**src/rtl/nina_pkg.sv**
```systemverilog
// nina_pkg: shared decode constants and enums for the NINA bank controller.
package nina_pkg;

    // CPU address decode: the high address bits select the register window,
    // bit 8 splits the window between the inner and ctrl registers.
    localparam int          ADDR_MSB     = 14;
    localparam logic [1:0]  INNER_HI_PAT = 2'b10;   // cpu_addr_in[14:13]
    localparam logic [2:0]  CTRL_HI_PAT  = 3'b101;  // cpu_addr_in[14:12]
    localparam int          SUB_BIT      = 8;       // 1 = inner, 0 = ctrl

    // Data field positions shared by the CPU and loader write paths.
    localparam int          BANK_W       = 4;       // data[3:0] -> bank
    localparam int          OUTER_W      = 3;       // data[2:0] -> outer
    localparam int          MIRROR_BIT   = 3;       // data[3]   -> mirror
    localparam int          LOCK_BIT     = 7;       // data[7]   -> locked

    // Loader handshake FSM.
    typedef enum logic [1:0] {
        LD_IDLE = 2'd0,
        LD_ACK  = 2'd1,
        LD_DROP = 2'd2
    } ld_state_t;

    // Register most recently written by the CPU (consecutive-write filter).
    typedef enum logic [1:0] {
        REG_NONE  = 2'd0,
        REG_INNER = 2'd1,
        REG_CTRL  = 2'd2
    } reg_sel_t;

endpackage

```
**src/rtl/nina_bank_ctrl_if.sv**
```systemverilog
// nina_bank_ctrl_if: CPU bus, loader handshake and bank outputs of the controller.
//
// Loader handshake: ld_req is a level held by the loader until it sees a
// single-cycle ld_ack pulse; ld_sel/ld_data must stay stable while ld_req is
// high. After the ack the controller ignores ld_req until it has been seen
// low, so a request held high produces exactly one write.
interface nina_bank_ctrl_if;
    import nina_pkg::*;

    logic        romsel;
    logic        cpu_rw_in;
    logic [14:0] cpu_addr_in;
    logic [7:0]  cpu_data_in;
    logic        ld_req;
    logic        ld_sel;
    logic [7:0]  ld_data;
    logic        ld_ack;
    logic [3:0]  bank;
    logic [2:0]  outer;
    logic        mirror;
    logic        locked;
    // Debug visibility of the loader FSM and the deferral flag.
    ld_state_t   ld_state;
    logic        deferred;

    modport master (
        output romsel, cpu_rw_in, cpu_addr_in, cpu_data_in,
        output ld_req, ld_sel, ld_data,
        input  ld_ack, bank, outer, mirror, locked, ld_state, deferred
    );

    modport slave (
        input  romsel, cpu_rw_in, cpu_addr_in, cpu_data_in,
        input  ld_req, ld_sel, ld_data,
        output ld_ack, bank, outer, mirror, locked, ld_state, deferred
    );

endinterface

```
**src/rtl/nina_wr_decode.sv**
```systemverilog
// nina_wr_decode: CPU write decode with lock gating and the consecutive-write filter.
module nina_wr_decode
    import nina_pkg::*;
#(
    parameter bit RMW_FILTER = 1'b1
) (
    input  logic       m2,
    input  logic       rst,
    input  logic       romsel,
    input  logic       cpu_rw_in,
    input  logic [2:0] addr_hi,     // cpu_addr_in[14:12]
    input  logic       addr_sub,    // cpu_addr_in[8]
    input  logic       locked,
    input  logic       drop,        // loader owns this cycle, discard the CPU write
    output logic       inner_wr,
    output logic       ctrl_wr
);

    logic     cpu_wr;
    logic     inner_hit;
    logic     ctrl_hit;
    reg_sel_t last_reg;

    // Address decode; inner wins over ctrl so 0x5100-0x51FF is inner only.
    always_comb begin
        cpu_wr    = romsel & ~cpu_rw_in;
        inner_hit = cpu_wr & (addr_hi[2:1] == INNER_HI_PAT) & addr_sub;
        ctrl_hit  = cpu_wr & (addr_hi == CTRL_HI_PAT) & ~addr_sub & ~inner_hit;
        inner_wr  = inner_hit & ~drop & ~(RMW_FILTER && (last_reg == REG_INNER));
        ctrl_wr   = ctrl_hit & ~drop & ~locked & ~(RMW_FILTER && (last_reg == REG_CTRL));
    end

    // Remember which register was accepted this cycle; anything else clears it.
    always_ff @(negedge m2) begin
        if (rst) begin
            last_reg <= REG_NONE;
        end else if (inner_wr) begin
            last_reg <= REG_INNER;
        end else if (ctrl_wr) begin
            last_reg <= REG_CTRL;
        end else begin
            last_reg <= REG_NONE;
        end
    end

endmodule

```
**src/rtl/nina_bank_ctrl.sv**
```systemverilog
// nina_bank_ctrl: inner/outer bank registers written by the CPU or a loader.
// All state changes on the falling edge of m2.
module nina_bank_ctrl
    import nina_pkg::*;
#(
    parameter bit MIRRORING_VERTICAL = 1'b1,
    parameter bit RMW_FILTER         = 1'b1
) (
    input  logic            m2,
    input  logic            rst,
    nina_bank_ctrl_if.slave bus
);

    ld_state_t            state;
    ld_state_t            state_nx;
    logic                 deferred;
    logic                 ld_idle_req;
    logic                 drop_cpu;
    logic                 inner_wr;
    logic                 ctrl_wr;
    logic                 cpu_wr_eff;
    logic                 grant;
    logic                 defer_set;
    logic                 ld_ack_q;
    logic [BANK_W-1:0]    bank_q;
    logic [OUTER_W-1:0]   outer_q;
    logic                 mirror_q;
    logic                 locked_q;

    // A deferred loader request takes the cycle outright and kills the CPU write.
    always_comb begin
        ld_idle_req = (state == LD_IDLE) & bus.ld_req;
        drop_cpu    = ld_idle_req & deferred;
    end

    nina_wr_decode #(
        .RMW_FILTER (RMW_FILTER)
    ) u_wr_decode (
        .m2        (m2),
        .rst       (rst),
        .romsel    (bus.romsel),
        .cpu_rw_in (bus.cpu_rw_in),
        .addr_hi   (bus.cpu_addr_in[ADDR_MSB -: 3]),
        .addr_sub  (bus.cpu_addr_in[SUB_BIT]),
        .locked    (locked_q),
        .drop      (drop_cpu),
        .inner_wr  (inner_wr),
        .ctrl_wr   (ctrl_wr)
    );

    // Loader grant/deferral and next-state logic.
    always_comb begin
        cpu_wr_eff = inner_wr | ctrl_wr;
        grant      = ld_idle_req & (deferred | ~cpu_wr_eff);
        defer_set  = ld_idle_req & ~deferred & cpu_wr_eff;
        state_nx   = state;
        case (state)
            LD_IDLE: if (grant) state_nx = LD_ACK;
            LD_ACK:  state_nx = LD_DROP;
            LD_DROP: if (!bus.ld_req) state_nx = LD_IDLE;
            default: state_nx = LD_IDLE;
        endcase
    end

    // Loader FSM, ack pulse and deferral flag.
    always_ff @(negedge m2) begin
        if (rst) begin
            state    <= LD_IDLE;
            deferred <= 1'b0;
            ld_ack_q <= 1'b0;
        end else begin
            state    <= state_nx;
            ld_ack_q <= grant;
            if (grant) begin
                deferred <= 1'b0;
            end else if (defer_set) begin
                deferred <= 1'b1;
            end
        end
    end

    // Bank registers; a grant and an accepted CPU write never share a cycle.
    always_ff @(negedge m2) begin
        if (rst) begin
            bank_q   <= '0;
            outer_q  <= '0;
            mirror_q <= MIRRORING_VERTICAL;
            locked_q <= 1'b0;
        end else begin
            if (grant && !bus.ld_sel) begin
                bank_q <= bus.ld_data[BANK_W-1:0];
            end else if (inner_wr) begin
                bank_q <= bus.cpu_data_in[BANK_W-1:0];
            end
            if (grant && bus.ld_sel) begin
                outer_q  <= bus.ld_data[OUTER_W-1:0];
                mirror_q <= bus.ld_data[MIRROR_BIT];
                locked_q <= bus.ld_data[LOCK_BIT];
            end else if (ctrl_wr) begin
                outer_q  <= bus.cpu_data_in[OUTER_W-1:0];
                mirror_q <= bus.cpu_data_in[MIRROR_BIT];
                locked_q <= bus.cpu_data_in[LOCK_BIT];
            end
        end
    end

    assign bus.ld_ack   = ld_ack_q;
    assign bus.bank     = bank_q;
    assign bus.outer    = outer_q;
    assign bus.mirror   = mirror_q;
    assign bus.locked   = locked_q;
    assign bus.ld_state = state;
    assign bus.deferred = deferred;

endmodule

```
**src/flat_wrapper.sv**
```systemverilog
// flat-port wrapper written by rule: the top's interface ports become plain ports
module nina_bank_ctrl_flat import nina_pkg::*;
#(
    parameter bit MIRRORING_VERTICAL = 1'b1,
    parameter bit RMW_FILTER         = 1'b1
)
  (m2, rst, bus_romsel, bus_cpu_rw_in, bus_cpu_addr_in, bus_cpu_data_in, bus_ld_req, bus_ld_sel, bus_ld_data, bus_ld_ack, bus_bank, bus_outer, bus_mirror, bus_locked, bus_ld_state, bus_deferred);
  nina_bank_ctrl_if bus_i ();
  input  logic m2;
  input  logic rst;
  input wire logic [$bits(bus_i.romsel)-1:0] bus_romsel;
  input wire logic [$bits(bus_i.cpu_rw_in)-1:0] bus_cpu_rw_in;
  input wire logic [$bits(bus_i.cpu_addr_in)-1:0] bus_cpu_addr_in;
  input wire logic [$bits(bus_i.cpu_data_in)-1:0] bus_cpu_data_in;
  input wire logic [$bits(bus_i.ld_req)-1:0] bus_ld_req;
  input wire logic [$bits(bus_i.ld_sel)-1:0] bus_ld_sel;
  input wire logic [$bits(bus_i.ld_data)-1:0] bus_ld_data;
  output wire logic [$bits(bus_i.ld_ack)-1:0] bus_ld_ack;
  output wire logic [$bits(bus_i.bank)-1:0] bus_bank;
  output wire logic [$bits(bus_i.outer)-1:0] bus_outer;
  output wire logic [$bits(bus_i.mirror)-1:0] bus_mirror;
  output wire logic [$bits(bus_i.locked)-1:0] bus_locked;
  output wire logic [$bits(bus_i.ld_state)-1:0] bus_ld_state;
  output wire logic [$bits(bus_i.deferred)-1:0] bus_deferred;
  assign bus_i.romsel = bus_romsel;
  assign bus_i.cpu_rw_in = bus_cpu_rw_in;
  assign bus_i.cpu_addr_in = bus_cpu_addr_in;
  assign bus_i.cpu_data_in = bus_cpu_data_in;
  assign bus_i.ld_req = bus_ld_req;
  assign bus_i.ld_sel = bus_ld_sel;
  assign bus_i.ld_data = bus_ld_data;
  assign bus_ld_ack = bus_i.ld_ack;
  assign bus_bank = bus_i.bank;
  assign bus_outer = bus_i.outer;
  assign bus_mirror = bus_i.mirror;
  assign bus_locked = bus_i.locked;
  assign bus_ld_state = bus_i.ld_state;
  assign bus_deferred = bus_i.deferred;
  nina_bank_ctrl #(.MIRRORING_VERTICAL(MIRRORING_VERTICAL), .RMW_FILTER(RMW_FILTER)) u_core (.m2(m2), .rst(rst), .bus(bus_i));
endmodule
```
**config.mk**
```make
export PLATFORM = sky130hd
export DESIGN_NAME = nina_bank_ctrl_flat
export DESIGN_NICKNAME = d
export VERILOG_FILES = /design/src/rtl/nina_pkg.sv /design/src/rtl/nina_bank_ctrl_if.sv /design/src/rtl/nina_wr_decode.sv /design/src/rtl/nina_bank_ctrl.sv /design/src/flat_wrapper.sv
export SDC_FILE = /design/constraint.sdc
export NUM_CORES = 1
export LEC_CHECK = 0
export ABC_AREA = 1
export CAP_MARGIN = 30
export CORE_ASPECT_RATIO = 0.7
export CORE_UTILIZATION = 32
export CTS_CLUSTER_DIAMETER = 150
export CTS_CLUSTER_SIZE = 28
export DETAILED_ROUTE_END_ITERATION = 8
export GPL_TIMING_DRIVEN = 0
export PLACE_DENSITY_LB_ADDON = 0.25
export SETUP_SLACK_MARGIN = 0.15
export SLEW_MARGIN = 20
export SYNTH_ARGS = -nofsm -noshare
export SYNTH_HDL_FRONTEND = slang
export SYNTH_SLANG_ARGS = --single-unit
```
**constraint.sdc**
```tcl
create_clock -name m2 -period 1.19 [get_ports m2]
set_input_delay 0.238 -clock m2 [delete_from_list [all_inputs] [get_ports m2]]
set_output_delay 0.238 -clock m2 [all_outputs]
set_load 0.02 [all_outputs]
```
### Word-level counts from Yosys, hierarchy flattened

Cells that the tools add are included.

* equality and inequality tests: 8
* muxes and demuxes: 13
* reductions and logical operators: 9
* bitwise gates (word level): 27

Operators with widths (number)
* 1-bit AND: 16
* 1-bit NOT: 9
* 4-bit two-way mux: 2
* 2-bit equality test, second input constant: 3
* 2-bit two-way mux: 3
* 3-bit two-way mux: 2
* 2-bit one-hot mux with 3 select lines: 1
* 1-bit two-way mux: 5
* 2-bit by 1-bit equality test with 1-bit output, second input constant: 2
* 2-bit nonzero test: 2
* 2-bit OR reduction: 2
* 3-bit equality test, second input constant: 1
* 1-bit logical AND: 2
* 2-bit logical NOT: 1
* 2-bit by 1-bit != test with 1-bit output, second input constant: 1
* 2-bit != test, second input constant: 1
* 1-bit bitwise OR: 2
* 2-bit AND reduction: 1
* 1-bit logical NOT: 1

* input port bits: 37
* register bits after elaboration: 15
* output and inout port bits: 13
* word-level logic and storage cells: 66

### Logic depth before layout (Yosys ltp)

Gate-level depths: netlist (run 1).

* word-level depth: 15
* gate-level depth with buffers: 12
* gate-level depth less buffers: 11

### By module

From an unflattened synthesis (run 1), not the netlist that was laid out.

* cell total of the unflattened synthesis: 123
* area total of the unflattened synthesis: 799.5 µm²

Modules (own cells, without submodules)
* nina_bank_ctrl: instances 1, area an instance 659.4 µm², cells each 96, seq. area each 260.2 µm²
* nina_wr_decode: instances 1, area an instance 140.1 µm², cells each 27, seq. area each 40.0 µm²

==> results of run 1 <==
## layer usage
metal / vias to the layer above / global-route usage, % / share of wire [%]
met2: 57 / 43.23 / 51
met4: 0 / 12.00 / 3.6
met1: 549 / 30.73 / 39
met5: - / 0 / 0
li1: 510 / - / -
met3: 15 / 7.761 / 6.7
## layout by cell type, fill, tap and decap left out, types with 2 or more instances in the layout
cell type	netlist	routed
nand2_2	2	12
dfxtp_1	15	2
a21oi_1	7	2
nor3_4	0	2
buf_6	2	28
nand3_4	2	9
clkbuf_4	0	3
inv_2	0	4
inv_1	16	24
nand3_1	19	6
clkdlybuf4s50_1	0	10
buf_2	0	3
nand2_1	33	16
dfxtp_4	0	12
a21oi_2	4	9
buf_8	0	2
nand3_2	0	6
buf_4	0	8
nand2_4	2	6
nor2_4	1	5
nand2_8	0	3
buf_12	0	2
## power by group through the flow
stage | Sequential [mW] | Combinational, mW | Clock, mW
floorplan | 0.639 | 0.193 | 0.0815
global placement | 0.586 | 0.430 | 0.0815
detailed placement | 0.588 | 0.435 | 0.0815
CTS | 0.580 | 0.628 | 0.749
global route | 0.587 | 0.826 | 0.854
finish | 0.584 | 0.793 | 0.778
## stage by stage
step,util [%],cells
2_1_floorplan,-,114
3_3_place_gp,55.92,178
3_5_place_dp,55.92,178
4_1_cts,74.58,209
5_1_grt,83.94,217
6_report,83.94,217
## logic make-up after synthesis
family | count (synthesis) | synth area share (%)
buffers and inverters | 19 | 10.73
and+or+nand+nor | 67 | 41.68
AOI/OAI and AO/OA | 13 | 10.26
DFF | 15 | 37.33
## final cells by class
type / count / share of cell area, %
plain buffers: 3 / 2.111
clock buffers: 3 / 1.187
clock inverters: 16 / 4.551
inverters: 15 / 3.760
multi-input cells: 80 / 37.93
flip-flops and latches: 15 / 18.27
well taps: 32 / 2.111
repair buffers: 53 / 30.08
## worst min-delay path by stage
stage | from | end | slack (ns) | cells past startpoint
after detailed placement | u_core.bus.ld_state[1] | u_core.bus.ld_state[1] | 0.46 | 1
after global routing | u_core.bus.outer[1] | u_core.bus.outer[1] | 0.51 | 2
after CTS | u_core.bus.bank[0] | u_core.bus.bank[0] | 0.49 | 2
final | u_core.bus.outer[1] | u_core.bus.outer[1] | 0.49 | 2
after floorplan | u_core.bus.ld_state[1] | u_core.bus.ld_state[1] | 0.49 | 1
after global placement | u_core.bus.ld_state[1] | u_core.bus.ld_state[1] | 0.46 | 1
## worst reg2reg max path, cell delays in order, from the launching register on
cell     delay, ns
dfxtp_4       0.34
buf_4         0.14
nor2_4        0.15
nand3_4       0.14
nand3_4       0.13
nand2_4       0.08
nand2_8       0.09
nand2_4       0.07
buf_6         0.16
nand2_1       0.12
nand2_2       0.08
a21oi_2       0.12
## timing repair
item | 4_1_cts | 5_1_grt
gates resized for setup | 157 | 36
setup endpoints to repair | 28 | 28
pin swaps | 23 | 24
hold buffers | 0 | 0
gates cloned | 2 | 0
setup buffers | 11 | 8
==> results_dict.tcl, run 1 <==
set metrics [dict create \
    worst_pin_slew_ns 0.3898 \
    sw_frac_of_total_pct 37.39 \
    cp.depth 12 \
    rsz0062_at_grt "yes" \
    placed_cell_area_sq_mm 0.001264 \
    worst-path-buf-inv 2 \
    path_delay_family "simple AND/OR/NAND/NOR gates" \
    firstDrtPassIters 4 \
    synthesis.area_sq_um 804.5 \
    p_seq_share_pct 27.1 \
    path_cells "buf_6, nor2_4, nand2_4, nor2_4, nor2_4, nand2_4, nand2_8, nand2_4, buf_6, nand2_1, nand2_2, a21oi_2" \
    status "finished, violations left" \
    clockPowerShare_pct 36.1 \
    finalPower_mw 2.154 \
    yosys.area.top_type_share_pct 37.33 \
    cts_tree "built" \
    dieArea_sq_mm 0.002722 \
    layout_setup_ws_ns -0.5373 \
    internal_power_mw 1.349 \
    dieHeight_microns 43.95 \
    synth_top_flop_cell "dfxtp_1" \
    drc_errors 0 \
    yosysMostFrequentCell "nand2_1" \
    synth_top_area_cell "dfxtp_1" \
    wl_microns 3860 \
    cts_made_buffers 3 \
    synth_commonest_cells "nand2_1 (33), nand3_1 (19), inv_1 (16)" \
    cts_num_sinks 15 \
    finalHoldViolCount 0 \
    vias 1131 \
    worstSetupStartpointType "input port" \
    ff2ff_path_depth 11 \
    clock_latency_ns 0.38 \
    n_antenna_cell 0 \
    area_delta_synth_final_pct 135.8 \
    seq_area_sq_um 346.6 \
    synthArstFlopShare_pct 0 \
    layout-drive-gt1-share_pct 66.49 \
    synth-edff-count 0 \
    synth_nets 151 \
    hp-class "register to register" \
    place_ws_ns -1.359 \
    rr_endpoint "u_core.bus.outer[0]" \
    wl_per_cell_microns 17.79 \
    coreArea_sq_mm 0.002260 \
    multi_input_area_sq_um 719.4 \
    p_leak_nw 0.8529 \
    synth_area_leaders "dfxtp_1 (37%), nand2_1 (15%), nand3_1 (12%)" \
    nets 223 \
    root_buffer "clkbuf_4" \
    drv_cap 0 \
    drtIter0Drc 41 \
    whs_ns 0.4907 \
    worstSetupStartpoint "bus_cpu_rw_in" \
    tns_ns -11.84 \
    die_x_microns 61.93 \
    synth-warning-count 0 \
    rows 14 \
    synthCells 114 \
    p_comb_share_pct 36.8 \
    slew_viol_final 0 \
    slew_headroom_pct 74.01 \
    track_usage_pct 26.05 \
    grt_pass1_wl_microns 4940 \
    cp.arrival_ns 1.39 \
    critPathRequiredTime_ns 0.85 \
    finalSetupViolations 27 \
    ant_nets 0 \
    ys_ff_latch 15 \
    io_pins 50 \
    viasPerCell 5.212 \
    fillers 118 \
    final_area_sq_mm 0.001897 \
    pwr_density_cell_mw_per_mm2 1136 \
    crit_path_end_kind "register" \
    port_buffers 32 \
    violations "setup timing" \
    clockBufferDepth 2 \
    r2r_slack_ns -0.52 \
    hpwlAfterDp_microns 1522 \
    routabilityCongestion 0.7669 \
    clkSlewWorstSetupHoldPaths_ns 0.05 \
    endpoint "u_core.bus.outer[0]" \
    largest_reg_flops 4 \
    ir_drop_uv 867.7 \
    initial_utilization_pct 35.60 \
    avgSynthCellArea_sq_um 7.057 \
    grt_pass1_vias 1073 \
    antenna_found_initial 0 \
    grt_start_max_net_pins 11 \
    crit_path_max_incr_delay_ns 0.14 \
    p_sw_uw 805.4 \
    path_max_fanout 5 \
    critPathKind "input port to register" \
    synth_cell_types 17 \
    timing.rr.start "u_core.bus.ld_state[0]" \
    grt-ovfl-total 0 \
    cp_slowest_cell "nor2_4" \
    ys_seq_area_share_pct 37.33 \
    htree_levels 1 \
    fin_skew_ns 0.02755 \
]
Note: power is estimated with default switching activity, not from simulation.
==> inputs of run 2 (changes only) <==
--- a/config.mk
+++ b/config.mk
@@ -12,6 +12,7 @@
 export CTS_CLUSTER_DIAMETER = 150
 export CTS_CLUSTER_SIZE = 28
 export DETAILED_ROUTE_END_ITERATION = 8
+export GPL_ROUTABILITY_DRIVEN = 0
 export GPL_TIMING_DRIVEN = 0
 export PLACE_DENSITY_LB_ADDON = 0.25
 export SETUP_SLACK_MARGIN = 0.15
==> results of run 2 <==
Same layout as run 1: the final DEF is identical, and so are final timing and power.
